**src/rtl/interrupt_controller_if.sv**
```systemverilog
// CPU-side bundle of the interrupt controller: boundary/PC/eret from the core,
// redirect and trap-state signals back to it.
interface interrupt_controller_if #(
    parameter int NUM_SRC  = 4,
    parameter int PC_WIDTH = 32
);
    localparam int CW = (NUM_SRC > 1) ? $clog2(NUM_SRC) : 1;

    logic                instr_boundary;
    logic [PC_WIDTH-1:0] cur_pc;
    logic                eret;
    logic                irq_req;
    logic                take;
    logic [PC_WIDTH-1:0] vector;
    logic [PC_WIDTH-1:0] epc;
    logic [CW-1:0]       cause;
    logic                in_handler;

    modport master (
        output instr_boundary, cur_pc, eret,
        input  irq_req, take, vector, epc, cause, in_handler
    );

    modport slave (
        input  instr_boundary, cur_pc, eret,
        output irq_req, take, vector, epc, cause, in_handler
    );
endinterface

```
**src/rtl/interrupt_controller.sv**
```systemverilog
// Edge-latched, masked, fixed-priority interrupt controller that redirects the
// core to a per-source vector at instruction boundaries, without nesting.
module interrupt_controller #(
    parameter int                  NUM_SRC    = 4,
    parameter int                  PC_WIDTH   = 32,
    parameter logic [PC_WIDTH-1:0] VEC_BASE   = 32'h0000_0100,
    parameter int unsigned         VEC_STRIDE = 16
) (
    input  logic                  clock,
    input  logic                  reset,
    input  logic [NUM_SRC-1:0]    irq_in,
    input  logic                  mask_we,
    input  logic [NUM_SRC-1:0]    mask_wdata,
    input  logic                  gie_set,
    input  logic                  gie_clr,
    output logic [NUM_SRC-1:0]    pending,
    output logic [NUM_SRC-1:0]    mask,
    output logic                  gie,
    interrupt_controller_if.slave cpu
);
    localparam int CW = (NUM_SRC > 1) ? $clog2(NUM_SRC) : 1;

    typedef enum logic [1:0] {IDLE, ARMED, HANDLER} state_t;

    state_t             state, state_next;
    logic [NUM_SRC-1:0] prev;
    logic [NUM_SRC-1:0] rise;
    logic [NUM_SRC-1:0] eligible;
    logic [NUM_SRC-1:0] take_clr;
    logic [CW-1:0]      win;
    logic               found;
    logic               fire;
    logic               eret_ok;

    assign rise     = irq_in & ~prev;
    assign eligible = gie ? (pending & mask) : '0;

    always_comb begin
        win   = '0;
        found = 1'b0;
        for (int unsigned i = 0; i < NUM_SRC; i++) begin
            if (eligible[i] && !found) begin
                win   = CW'(i);
                found = 1'b1;
            end
        end
    end

    always_ff @(posedge clock) begin
        if (reset) state <= IDLE;
        else       state <= state_next;
    end

    always_comb begin
        state_next = state;
        fire       = 1'b0;
        eret_ok    = 1'b0;
        case (state)
            IDLE:    if (|eligible) state_next = ARMED;
            ARMED: begin
                if (~|eligible) begin
                    state_next = IDLE;
                end else if (cpu.instr_boundary) begin
                    fire       = 1'b1;
                    state_next = HANDLER;
                end
            end
            HANDLER: begin
                if (cpu.eret) begin
                    eret_ok    = 1'b1;
                    state_next = IDLE;
                end
            end
            default: state_next = IDLE;
        endcase
    end

    assign take_clr       = fire ? (NUM_SRC'(1) << win) : '0;
    assign cpu.irq_req    = (state == ARMED);
    assign cpu.in_handler = (state == HANDLER);

    always_ff @(posedge clock) begin
        if (reset) begin
            prev       <= '0;
            pending    <= '0;
            mask       <= '0;
            gie        <= 1'b0;
            cpu.take   <= 1'b0;
            cpu.epc    <= '0;
            cpu.cause  <= '0;
            cpu.vector <= '0;
        end else begin
            prev     <= irq_in;
            // A fresh edge on the source being taken re-arms its pending bit.
            pending  <= (pending & ~take_clr) | rise;
            if (mask_we) mask <= mask_wdata;
            if (fire || gie_clr)        gie <= 1'b0;
            else if (gie_set || eret_ok) gie <= 1'b1;
            cpu.take <= fire;
            if (fire) begin
                cpu.epc    <= cpu.cur_pc;
                cpu.cause  <= win;
                cpu.vector <= VEC_BASE + PC_WIDTH'(win) * PC_WIDTH'(VEC_STRIDE);
            end
        end
    end
endmodule
```
**src/flat_wrapper.sv**
```systemverilog
// flat-port wrapper written by rule: the top's interface ports become plain ports
module interrupt_controller_flat 
#(
    parameter int                  NUM_SRC    = 4,
    parameter int                  PC_WIDTH   = 32,
    parameter logic [PC_WIDTH-1:0] VEC_BASE   = 32'h0000_0100,
    parameter int unsigned         VEC_STRIDE = 16
)
  (clock, reset, irq_in, mask_we, mask_wdata, gie_set, gie_clr, pending, mask, gie, cpu_instr_boundary, cpu_cur_pc, cpu_eret, cpu_irq_req, cpu_take, cpu_vector, cpu_epc, cpu_cause, cpu_in_handler);
  interrupt_controller_if #(.NUM_SRC(NUM_SRC), .PC_WIDTH(PC_WIDTH)) cpu_i ();
  input  logic clock;
  input  logic reset;
  input  logic [NUM_SRC-1:0] irq_in;
  input  logic mask_we;
  input  logic [NUM_SRC-1:0] mask_wdata;
  input  logic gie_set;
  input  logic gie_clr;
  output logic [NUM_SRC-1:0] pending;
  output logic [NUM_SRC-1:0] mask;
  output logic gie;
  input wire logic [$bits(cpu_i.instr_boundary)-1:0] cpu_instr_boundary;
  input wire logic [$bits(cpu_i.cur_pc)-1:0] cpu_cur_pc;
  input wire logic [$bits(cpu_i.eret)-1:0] cpu_eret;
  output wire logic [$bits(cpu_i.irq_req)-1:0] cpu_irq_req;
  output wire logic [$bits(cpu_i.take)-1:0] cpu_take;
  output wire logic [$bits(cpu_i.vector)-1:0] cpu_vector;
  output wire logic [$bits(cpu_i.epc)-1:0] cpu_epc;
  output wire logic [$bits(cpu_i.cause)-1:0] cpu_cause;
  output wire logic [$bits(cpu_i.in_handler)-1:0] cpu_in_handler;
  assign cpu_i.instr_boundary = cpu_instr_boundary;
  assign cpu_i.cur_pc = cpu_cur_pc;
  assign cpu_i.eret = cpu_eret;
  assign cpu_irq_req = cpu_i.irq_req;
  assign cpu_take = cpu_i.take;
  assign cpu_vector = cpu_i.vector;
  assign cpu_epc = cpu_i.epc;
  assign cpu_cause = cpu_i.cause;
  assign cpu_in_handler = cpu_i.in_handler;
  interrupt_controller #(.NUM_SRC(NUM_SRC), .PC_WIDTH(PC_WIDTH), .VEC_BASE(VEC_BASE), .VEC_STRIDE(VEC_STRIDE)) u_core (.clock(clock), .reset(reset), .irq_in(irq_in), .mask_we(mask_we), .mask_wdata(mask_wdata), .gie_set(gie_set), .gie_clr(gie_clr), .pending(pending), .mask(mask), .gie(gie), .cpu(cpu_i));
endmodule
```
**config.mk**
```make
export PLATFORM = sky130hd
export DESIGN_NAME = interrupt_controller_flat
export DESIGN_NICKNAME = d
export VERILOG_FILES = /design/src/rtl/interrupt_controller_if.sv /design/src/rtl/interrupt_controller.sv /design/src/flat_wrapper.sv
export SDC_FILE = /design/constraint.sdc
export NUM_CORES = 1
export LEC_CHECK = 0
export CORE_ASPECT_RATIO = 1.1
export CORE_UTILIZATION = 37
export CTS_CLUSTER_SIZE = 10
export DETAILED_ROUTE_END_ITERATION = 16
export GPL_ROUTABILITY_DRIVEN = 0
export GPL_TIMING_DRIVEN = 1
export MAX_ROUTING_LAYER = met4
export PLACE_DENSITY = 0.8
export SYNTH_ARGS = -nofsm -noshare
export SYNTH_HDL_FRONTEND = slang
export SYNTH_SLANG_ARGS = --single-unit
export TNS_END_PERCENT = 20
```
**constraint.sdc**
```tcl
create_clock -name clock -period 1.7 [get_ports clock]
set_input_delay 0.51 -clock clock [delete_from_list [all_inputs] [get_ports clock]]
set_output_delay 0.51 -clock clock [all_outputs]
set_load 0.05 [all_outputs]
```
==> results <==
- The die height is 80.6 um.
- The die is 73.5 um wide.
- The post-synthesis cell count is 247.
- During synthesis, Yosys emitted a total of 0 warnings.
- The clock skew after layout is 7.80 ps.
- In the final layout, flip-flops and latches occupy 1020 um2.
- The maximum level of the CTS H-tree is 2.
- The min-delay analysis places its worst path in the category in -> reg.
- For this run, the register share of the synthesized area comes to 49.1%.
- The post-route standard cell area excluding fillers is 3640 um2.
- The via count of the first global-routing pass is 1705.
- The data arrival time of the critical path is 1090 ps.
- After layout, the minimum clock period comes to 1600 ps.
- The initial detailed-routing violation count is 63.
- The number of buffers inserted during clock tree synthesis is 5.
- The top cell type's share of synthesized area is 49.1%.
- For this design the top-level I/O count stands at 125.
- Setup repair after global routing left no endpoint under its margin.
- The average cell area after synthesis is 8.41 um2.
- The critical path is of the reg -> out type.
- The largest fanout on the critical path is 4.
- The launching element type of the critical path is a register.
- For this block, the via count after detailed routing is 1876.
- The hold buffer count at CTS is 0.
- The final instance count without filler cells is 422.
- The number of flops mapped to enable cells by yosys is 0.
- The count of final max-slew check failures is 0.
- In this design, the stage delay of the slowest critical-path cell is 380 ps.
- Once the floorplan was initialized, standard cells occupied 38.5% of the core.
- The share of the clock period used by the worst path is 93.9%.
- The overall die area is 5920 um2.
- The number of antenna violations at the first check in global routing is 0.
- For this run, the detailed router's first-pass iteration total came to 4.
- The total track usage is 17.4%.
- After detailed routing, the number of remaining DRC violations is 0.
- After detailed routing, the number of vias per cell comes to 4.45.
- The standard cell area after detailed placement is 3510 um2.
- Power spread over the standard cell area amounts to 655 nW/um2.
- Setup violations remaining at the end of the flow were counted as 0.
- The number of antenna diodes in the final layout is 0.
- After detailed routing, the total wire length is 4990 um.
- After clock tree synthesis, the clock-pin slew on the worst setup and hold paths is 90 ps.
- The critical path's slowest cell is dfxtp_1.
- The post-route setup TNS is 0 ps.
- The floorplan core area is 5400 um2.
- Derived from the worst setup path, the maximum achievable clock frequency is 0.626 GHz.
- Max-cap violations in this run came to 0.
- The number of standard-cell rows in the floorplan is 28.
- The design draws 2.38 mW.
- The maximum number of pins on one net before global-route repair is 22.
- The run finished with clean final reports.
- The signal on the critical path passes through nor2b_1 -> buf_12.
- Ranked by total cell area, the synthesized netlist is headed by dfxtp_1, nand2_1, buf_4.
- The final global-route overflow total is 0.
- The synthesis-stage register bit count is 51.
- The ratio of cells with drive above 1 in the final layout is 21.6%.
- The later pin in the worst-skew pair is clocked with a latency of 290 ps.
- Across the VDD grid, the largest voltage drop is 0.479 mV.
- The filler cell count in the final layout is 438.
- The tree is rooted in a clkbuf_8.
- The synthesized netlist occupies a cell area of 2080 um2.
- The total count of hold-check failures in the final report is 0.
- TritonCTS built the clock tree.
- The number of nets in the layout is 393.
- The wire-length estimate of the detail-placed layout is 3850 um.
- The wire length of the first global-routing pass is 7620 um.
- The worst path required time is 1190 ps.
- In the final layout, the multi-input gates occupy 853 um2.
- STA classifies the critical path endpoint as an output port.
- Relative to the synthesized area, the layout overhead comes to 75.0%.
- The per-cell routed wire length is 11.8 um.
- dfxtp_1 takes more of the synthesized area than any other cell.
- In this run the static leakage power is 1.39 nW.
- Among all cell types in the netlist, the one instantiated most often is nand2_1.
- Of all flip-flops after synthesis, the portion carrying an async set or reset was 0%.
- The maximum number of buffers from clock root to sink is 2.
- The number of nets with antenna violations after detailed routing is 0.
- The count of cell types in the netlist is 27.
- For this run, the leading register cell type out of synthesis is dfxtp_1.
- The count of buffers from port buffering is 95.
- Clock tree synthesis found a total of 51 sinks.
- After synthesis, the most frequently instantiated cells are nand2_1, dfxtp_1, a21oi_1, buf_4, nor2_1.
- After detailed placement, the design holds a cell count of 411.
-- placed cells by master (no fill, tap or decap), drive strengths merged --
cell type	instances
conb	29
a22o	2
nand2	71
o21ba	1
dlymetal6s2s	1
nor4	1
o21bai	2
o21ai	2
nand2b	5
a21oi	38
o31ai	1
mux2i	4
a221o	1
a32oi	1
or3	1
clkinv	1
clkdlybuf4s50	44
a2111oi	1
a32o	1
buf	63
dfxtp	51
nand4b	1
inv	3
a211oi	1
clkbuf	7
nor2	8
nor2b	6
-- critical path: cells and delay by family (launching register included) --
kind / cells / cell delay, ps
flops: 1 / 380
simple gates: 1 / 250
buf+inv: 1 / 170
-- kinds of logic after synthesis --
| family | Yosys count | synth area share [%] |
|---|---|---|
| DFF | 51 | 49.1 |
| buffers and inverters | 47 | 15.0 |
| other | 1 | 0.180 |
| muxes | 4 | 1.93 |
| and+or+nand+nor | 93 | 18.6 |
| AOI/OAI and AO/OA | 51 | 15.2 |
-- area by class of cell --
cell class              instances  share of cell area [%]
inverters                       3                   0.310
clock inverters                 1                   0.241
multi-input cells             177                    23.5
flip-flops and latches         51                    28.1
well taps                      75                    2.58
clock buffers                   7                    2.37
repair buffers                108                    42.9
-- power breakdown --
group | total, mW | internal (mW) | switching (mW)
Sequential | 1.24 | 1.21 | 0.0259
Combinational | 0.430 | 0.173 | 0.257
Clock | 0.711 | 0.334 | 0.377
Total | 2.38 | 1.72 | 0.660
-- flip-flops by register name (all words and copies together) (netlist names) --
| register | cells |
|---|---|
| u_core.state | 2 |
| u_core.mask | 4 |
| u_core.cpu.take | 1 |
| u_core.gie | 1 |
| u_core.cpu.vector | 2 |
| u_core.pending | 4 |
| u_core.cpu.epc | 32 |
| u_core.cpu.cause | 1 |
| u_core.prev | 4 |
-- per-layer routing --
layer  track usage, %  share of wire, %  wire length (um)
met1             19.2                40              2010
met2             30.5                53              2670
met3             5.27               5.9               293
met4             4.04              0.38                19
met5                -                 0                 0
-- through the flow --
stage,hold slack (ps),util (%),setup WS [ps]
6_report,456,67.4,104
5_1_grt,441,67.4,20.7
4_1_cts,492,67.2,0.928
3_5_place_dp,468,65.1,-335
3_3_place_gp,462,65.1,-292
2_1_floorplan,446,-,43.9
-- worst paths after layout --
kind	from	end	slack [ps]	depth (start not counted)
hold / removal	cpu_instr_boundary	u_core.state[0]$_SDFFE_PP0P_	460	2
setup / recovery	u_core.state[0]$_SDFFE_PP0P_	cpu_irq_req	100	2
hold reg to reg	u_core.prev[1]$_SDFF_PP0_	u_core.pending[1]$_SDFF_PP0_	490	2
setup reg to reg	u_core.pending[1]$_SDFF_PP0_	u_core.pending[2]$_SDFF_PP0_	180	4
-- timing repair --
item	in CTS	in global routing
setup endpoints to repair	1	6
pin swaps	0	1
setup buffers	2	1
gates resized for setup	0	2
No activity file was read; power rests on OpenSTA's default activity.
